===== config.mk =====
export PLATFORM = sky130hd
export DESIGN_NAME = apc_stream_accumulator
export DESIGN_NICKNAME = d
export VERILOG_FILES = /design/src/rtl/apc_stream_accumulator.sv
export SDC_FILE = /design/constraint.sdc
export NUM_CORES = 1
export LEC_CHECK = 0
export CORE_MARGIN = 1.5
export CORE_UTILIZATION = 49
export DETAILED_ROUTE_END_ITERATION = 16
export PLACE_DENSITY = 0.78
export SKIP_CTS_REPAIR_TIMING = 1
export SYNTH_ARGS = -nofsm -noshare
export SYNTH_HDL_FRONTEND = slang
export SYNTH_SLANG_ARGS = --single-unit

===== constraint.sdc =====
create_clock -name clk -period 1.85 [get_ports clk]
set_input_delay 0.4625 -clock clk [delete_from_list [all_inputs] [get_ports clk]]
set_output_delay 0.4625 -clock clk [all_outputs]
set_load 0.01 [all_outputs]

===== src/rtl/apc_stream_accumulator.sv =====
// apc_stream_accumulator
//   Converts the per-cycle popcount of a 31-input approximate parallel counter
//   back to binary. It sums STREAM_LEN accepted samples into one window result,
//   which is handed to the PE result register over a valid/ready handshake.
//
//   Build option: define APC_ACC_BIPOLAR_EN for bipolar decoding of the window
//   result: result = 2*acc - (2^SUM_W-1)*STREAM_LEN, in two's complement.
//   With the macro undefined the result is unipolar: {1'b0, acc}.
//
//   Ports
//     clk        clock, rising edge
//     rst_n      asynchronous active-low reset
//     start      begin a window (honoured in IDLE or with the DONE handshake)
//     clear      synchronous abort back to IDLE; overrides start/handshake
//     apc_sum    popcount sample from the APC
//     in_valid   apc_sum is valid this cycle
//     in_ready   block is accumulating (ACCUM)
//     result     window result, held while out_valid is high
//     out_valid  result available (DONE)
//     out_ready  consumer takes the result
//     busy       not idle
//
//   state | meaning
//   IDLE  | waiting for start
//   ACCUM | summing accepted samples, in_ready high
//   DONE  | result presented, waiting for out_ready
module apc_stream_accumulator #(
  parameter int SUM_W      = 5,
  parameter int LEN_W      = 8,
  parameter int STREAM_LEN = 256,
  parameter int ACC_W      = SUM_W + LEN_W,
  parameter int RES_W      = ACC_W + 1
) (
  input  logic             clk,
  input  logic             rst_n,
  input  logic             start,
  input  logic             clear,
  input  logic [SUM_W-1:0] apc_sum,
  input  logic             in_valid,
  output logic             in_ready,
  output logic [RES_W-1:0] result,
  output logic             out_valid,
  input  logic             out_ready,
  output logic             busy
);

  typedef enum logic [1:0] {
    ST_IDLE  = 2'd0,
    ST_ACCUM = 2'd1,
    ST_DONE  = 2'd2
  } state_t;

  localparam logic [LEN_W-1:0] LAST_CNT = LEN_W'(STREAM_LEN - 1);
  localparam int               FULL_INT = ((1 << SUM_W) - 1) * STREAM_LEN;
  localparam logic [RES_W-1:0] FULL_SCALE = RES_W'(FULL_INT);

  state_t           state, state_nxt;
  logic [ACC_W-1:0] acc, acc_nxt;
  logic [LEN_W-1:0] cnt, cnt_nxt;
  logic [RES_W-1:0] result_nxt;
  logic [ACC_W-1:0] acc_sum;
  logic [RES_W-1:0] result_map;

  // Sum including the current sample; on the last sample this is the final value.
  assign acc_sum = acc + ACC_W'(apc_sum);

`ifdef APC_ACC_BIPOLAR_EN
  // 2*acc - full scale; wraps naturally into two's complement at RES_W bits.
  assign result_map = {acc_sum, 1'b0} - FULL_SCALE;
`else
  assign result_map = {1'b0, acc_sum};
`endif

  always_ff @(posedge clk or negedge rst_n) begin
    if (!rst_n) begin
      state  <= ST_IDLE;
      acc    <= '0;
      cnt    <= '0;
      result <= '0;
    end else begin
      state  <= state_nxt;
      acc    <= acc_nxt;
      cnt    <= cnt_nxt;
      result <= result_nxt;
    end
  end

  always_comb begin
    state_nxt  = state;
    acc_nxt    = acc;
    cnt_nxt    = cnt;
    result_nxt = result;
    if (clear) begin
      // result deliberately keeps its last value across an abort
      state_nxt = ST_IDLE;
      acc_nxt   = '0;
      cnt_nxt   = '0;
    end else begin
      case (state)
        ST_IDLE: begin
          if (start) begin
            state_nxt = ST_ACCUM;
            acc_nxt   = '0;
            cnt_nxt   = '0;
          end
        end
        ST_ACCUM: begin
          if (in_valid) begin
            acc_nxt = acc_sum;
            if (cnt == LAST_CNT) begin
              // cnt is left at its last value so it never wraps
              result_nxt = result_map;
              state_nxt  = ST_DONE;
            end else begin
              cnt_nxt = cnt + LEN_W'(1);
            end
          end
        end
        ST_DONE: begin
          if (out_ready) begin
            if (start) begin
              state_nxt = ST_ACCUM;
              acc_nxt   = '0;
              cnt_nxt   = '0;
            end else begin
              state_nxt = ST_IDLE;
            end
          end
        end
        default: begin
          state_nxt = ST_IDLE;
          acc_nxt   = '0;
          cnt_nxt   = '0;
        end
      endcase
    end
  end

  assign in_ready  = (state == ST_ACCUM);
  assign out_valid = (state == ST_DONE);
  assign busy      = (state != ST_IDLE);

endmodule


* Yosys cells after proc, flatten, opt, wreduce, memory -nomap -nowiden *
Index checks and enable logic that the tools add are counted.

operators by class
  eq/ne operators = 8
  multiplexer cells = 18
  $add $sub $neg = 2
  reduce and logical (&&, ||, !) cells = 6
  bitwise operators = 1

operator list
  cell                                                    number
  two-way mux 13 bit                                      4
  two-way mux 8 bit                                       5
  case mux 13 bit (3 select lines)                        1
  case mux 8 bit (3 select lines)                         1
  adder 13 x 5 -> 13 bit                                  1
  two-way mux 2 bit                                       5
  inequality test 3 bit (second input constant)           3
  adder 8 x 1 -> 8 bit (second input constant)            1
  == test 8 bit (second input constant)                   1
  AND reduction 4 bit                                     2
  inequality test 3 x 2 -> 1 bit (second input constant)  2
  case mux 2 bit (3 select lines)                         1
  AND reduction 3 bit                                     1
  == test 2 x 1 -> 1 bit (second input constant)          1
  == test 2 bit (second input constant)                   1
  logical NOT 2 bit                                       1
  AND reduction 2 bit                                     1
  nonzero test 2 bit                                      1
  two-way mux 1 bit                                       1
  NOT 1 bit                                               1

storage, ports and cells
  output and inout port bits = 17
  logic and storage cells = 39
  input port bits = 11
  bits in registers = 36

* Logic depth before layout (Yosys ltp) *
  depth after elaboration = 5
  depth in mapped cells = 8
  gate-level depth less buffers = 8

* Worst setup path before layout *
Ideal clock, no wire load.

  kind = input port to flip-flop
  start = in apc_sum[0]
  end = reg acc[8]
  data arrival time = 1930 ps
  required time = 1767 ps
  stages on the path = 8
  path slack = -163 ps
  path buffers = 0
  setup time = 83 ps
  cells stage by stage = ha_1 -> inv_1 -> fa_1 -> nor2b_4 -> o31a_1 -> o211ai_1 -> or3_1 -> o21ai_0

on the way
  cells in the longest elaborated chain, start to end = 4

ends and longest elaborated chain
  item                              line  source
  from (decl)                       38    input logic [SUM_W-1:0] apc_sum,
  adder 13 x 5 -> 13 bit            65    assign acc_sum = acc + ACC_W'(apc_sum);
  two-way mux 13 bit                108   if (in_valid) begin
  case mux 13 bit (3 select lines)  99    case (state)
  two-way mux 13 bit                93    if (clear) begin
  to (signal assigned)              82    acc <= acc_nxt;
  to (decl)                         58    logic [ACC_W-1:0] acc, acc_nxt;

No other way between the ends. The select of a mux whose other input is x is not followed.
A chain may end at the register's enable or synchronous reset.

* Worst setup path in the final report *
  start = reg acc[0]
  end = reg acc[6]

on the way
  cells in the longest elaborated chain, start to end = 4

ends and longest elaborated chain
  item                              line
  adder 13 x 5 -> 13 bit            65
  two-way mux 13 bit                108
  case mux 13 bit (3 select lines)  99
  two-way mux 13 bit                93

No other way between the ends. The select of a mux whose other input is x is not followed.

==> flow_summary.json <==
{
  "antenna_found_initial": 0,
  "fillers": 284,
  "core.rowCount": 23,
  "cts.htree.levels": 2,
  "path_cells": "ha_4 > inv_2 > fa_2 > nor2b_4 > o31a_1 > buf_4 > o21ai_2 > buf_4 > a21oi_1 > o21ai_1",
  "drtPass1Iterations": 4,
  "ys_warn_count": 0,
  "pre_cts_ws_ns": -0.718,
  "synth_enable_flop_cells": 0,
  "dpl-instance-area_um2": 2550,
  "via_count": 1807,
  "wirelength_mm": 4.99,
  "routed_via_density": 5.56,
  "critPathMaxFanout": 4,
  "ff2ff_path_depth": 10,
  "ys_ff_latch": 36,
  "io_buffers": 26,
  "track_usage_pct": 22.0,
  "min_path_type": "register to register",
  "clock-sinks": 36,
  "crit_arrival_ns": 2.25,
  "maxCapViolCount": 0,
  "clock_latency_ns": 0.29,
  "grt-ovfl-total": 0,
  "placed_cells": 309,
  "yosys.cell_types.count": 46,
  "gp_congestion": 0.915,
  "rsz0062_at_grt": "yes",
  "syn-cell-area_um2": 2010,
  "initial_core_util_pct": 50.7,
  "r2r_start": "acc[0]",
  "ff2ff_setup_slack_ns": -0.22,
  "violations": "setup timing",
  "critPathKind": "register to register",
  "critPathRequiredTime_ns": 2.03,
  "final.setup.tns_ns": -1.17,
  "antennaDiodeCount": 0,
  "ys.flop_type": "dfrtp_1",
  "outcome": "finished, violations left",
  "area_growth_pct": 38.7,
  "grt_start_max_net_pins": 37,
  "peakVddDrop_mv": 0.314,
  "clock_skew_ns": 0.00542,
  "end_kind": "register",
  "async_flop_share_pct": 100,
  "ios": 28,
  "hp-start": "result[10]",
  "synth_xor_area_share_pct": 4.35,
  "finalCritPeriodShare_pct": 112,
  "whs_endpoint": "result[10]",
  "grt_pass1_wl_mm": 7.38,
  "power_leakage_nw": 1.31,
  "synth-simple-area-share_pct": 17.3,
  "startpoint_type": "register",
  "grt_pass1_vias": 1694,
  "synthCells": 211,
  "drc": 0,
  "numCtsBuffers": 5,
  "hold_violations": 0,
  "ys_seq_area_share_pct": 44.7,
  "synth_compound_area_share_pct": 22.2,
  "max_stage_delay_ns": 0.41,
  "cts_tree": "yes",
  "setup_viol": 8,
  "hold-path-cell-count": 2,
  "finalNonFillerCells": 325,
  "die_y_um": 67.1,
  "fin_area_um2": 2790,
  "cts_buffer_depth": 2,
  "die-area_um2": 4500,
  "power.density_nw_per_um2": 603,
  "core_um2": 3970,
  "synth_top_family_by_area": "compound AO/OA/AOI/OAI gates",
  "wl_per_cell_um": 15.3,
  "hpwlAfterDp_mm": 3.33,
  "period_minus_slack_ns": 2.07,
  "crit_path_top_delay_cell": "fa_2",
  "mappedNetlistNets": 229,
  "setup_ws_ns": -0.218,
  "fmaxAchievable_ghz": 0.484,
  "synth_fa_ha_area_share_pct": 4.72,
  "muxShareOfSynthArea_pct": 1.49,
  "crit_top_cell": "buf_4",
  "reg2reg_to": "acc[6]",
  "die_x_um": 67.1,
  "avgSynthCellArea_um2": 9.54,
  "dr.first_iter.drc_count": 137,
  "cts-root-buf": "clkbuf_8",
  "postRouteAntennaNets": 0,
  "clk_pin_slew_ns": 0.07,
  "drv_slew": 0,
  "layout-drive-gt1-share_pct": 27.6,
  "fin_nets": 293
}
metrics by stage:
| step | hold WS (ns) | power [mW] | util (%) |
|---|---|---|---|
| after floorplan | 0.167 | 0.939 | - |
| after global placement | 0.461 | 1.05 | 64.3 |
| after detailed placement | 0.473 | 1.06 | 64.3 |
| after CTS | 0.489 | 1.67 | 66.8 |
| after global routing | 0.512 | 1.75 | 70.3 |
| final | 0.482 | 1.68 | 70.3 |
Yosys cell counts, types with 3 or more instances:
master   number  area share [%]
a21oi_1      17             4.2
o22ai_1       3            0.93
o21ai_1      17             4.2
nand4_1       3            0.93
o21a_1        3             1.1
o31ai_1       4             1.5
nor2b_4       3             2.1
xor2_1        4             1.7
ha_1          6             3.7
nand2_1      26             4.8
dfrtp_1      36              45
o21ai_0       9             2.2
inv_1        10             1.9
buf_6         3             1.7
and2_1        4             1.2
nor2_1       10             1.9
nand3_1       5             1.2
xnor2_1       6             2.6
or3_1         4             1.2
area by class of cell:
type | instances | area [µm²] | share of cell area, %
Clock buffer | 7 | 96.3 | 3.45
Multi-Input combinational cell | 157 | 1090 | 39.2
Timing Repair Buffer | 65 | 599 | 21.5
Tap cell | 50 | 62.6 | 2.24
Inverter | 10 | 37.5 | 1.34
Sequential cell | 36 | 903 | 32.3
layout by cell type (no fill, tap or decap), types with 5 or more instances in the layout:
cell type         n
clkbuf_8          7
nand2_1          26
dlymetal6s2s_1    7
a21oi_1          17
nand3_1           5
inv_1             9
buf_4            36
o21ai_0           7
clkdlybuf4s50_1  19
dfrtp_1          34
o21ai_1          17
nor2_1           10
state kept, by name (all words and copies together) (netlist names):
signal / count
cnt: 8
acc: 13
state: 2
result: 13
per-layer routing:
metal  global-route usage (%)  part of all wire (%)  up-vias
met3                     5.24                   4.0       13
li1                         -                     -      869
met2                     38.1                    52       48
met4                     8.67                   1.9        0
met1                     26.0                    42      877
met5                        0                     0        -
cells by family (layout without fill, tap and decap cells):
kind of cell,after synthesis,in the layout
buffers and inverters,18,82
other,1,1
DFF,36,36
xor gates and xnor gates,10,10
AOI/OAI and AO/OA,71,71
and+or+nand+nor,66,66
adders and majority gates,7,7
muxes,2,2
power by group:
part / internal (mW) / switching (mW)
clock: 0.332 / 0.282
combinational: 0.135 / 0.129
sequential: 0.796 / 0.0105
critical path: cells and delay by family, from the launching register on:
family                     cells  cell delay, ns
and+or+nand+nor                1            0.12
AOI/OAI and AO/OA              4            0.53
buffers and inverters          3            0.34
adders and majority gates      2            0.57
DFF                            1            0.40
how the worst max path moves through the flow:
stage	cells after the start	slack [ns]	end	startpoint
floorplan	8	-0.07	acc[8]	apc_sum[0]
global placement	9	-0.66	acc[8]	apc_sum[0]
detailed placement	9	-0.72	acc[8]	apc_sum[0]
CTS	9	-0.42	acc[8]	apc_sum[0]
global route	8	-0.29	acc[8]	acc[0]
finish	10	-0.22	acc[6]	acc[0]
Power figures use the tool's default switching activity.
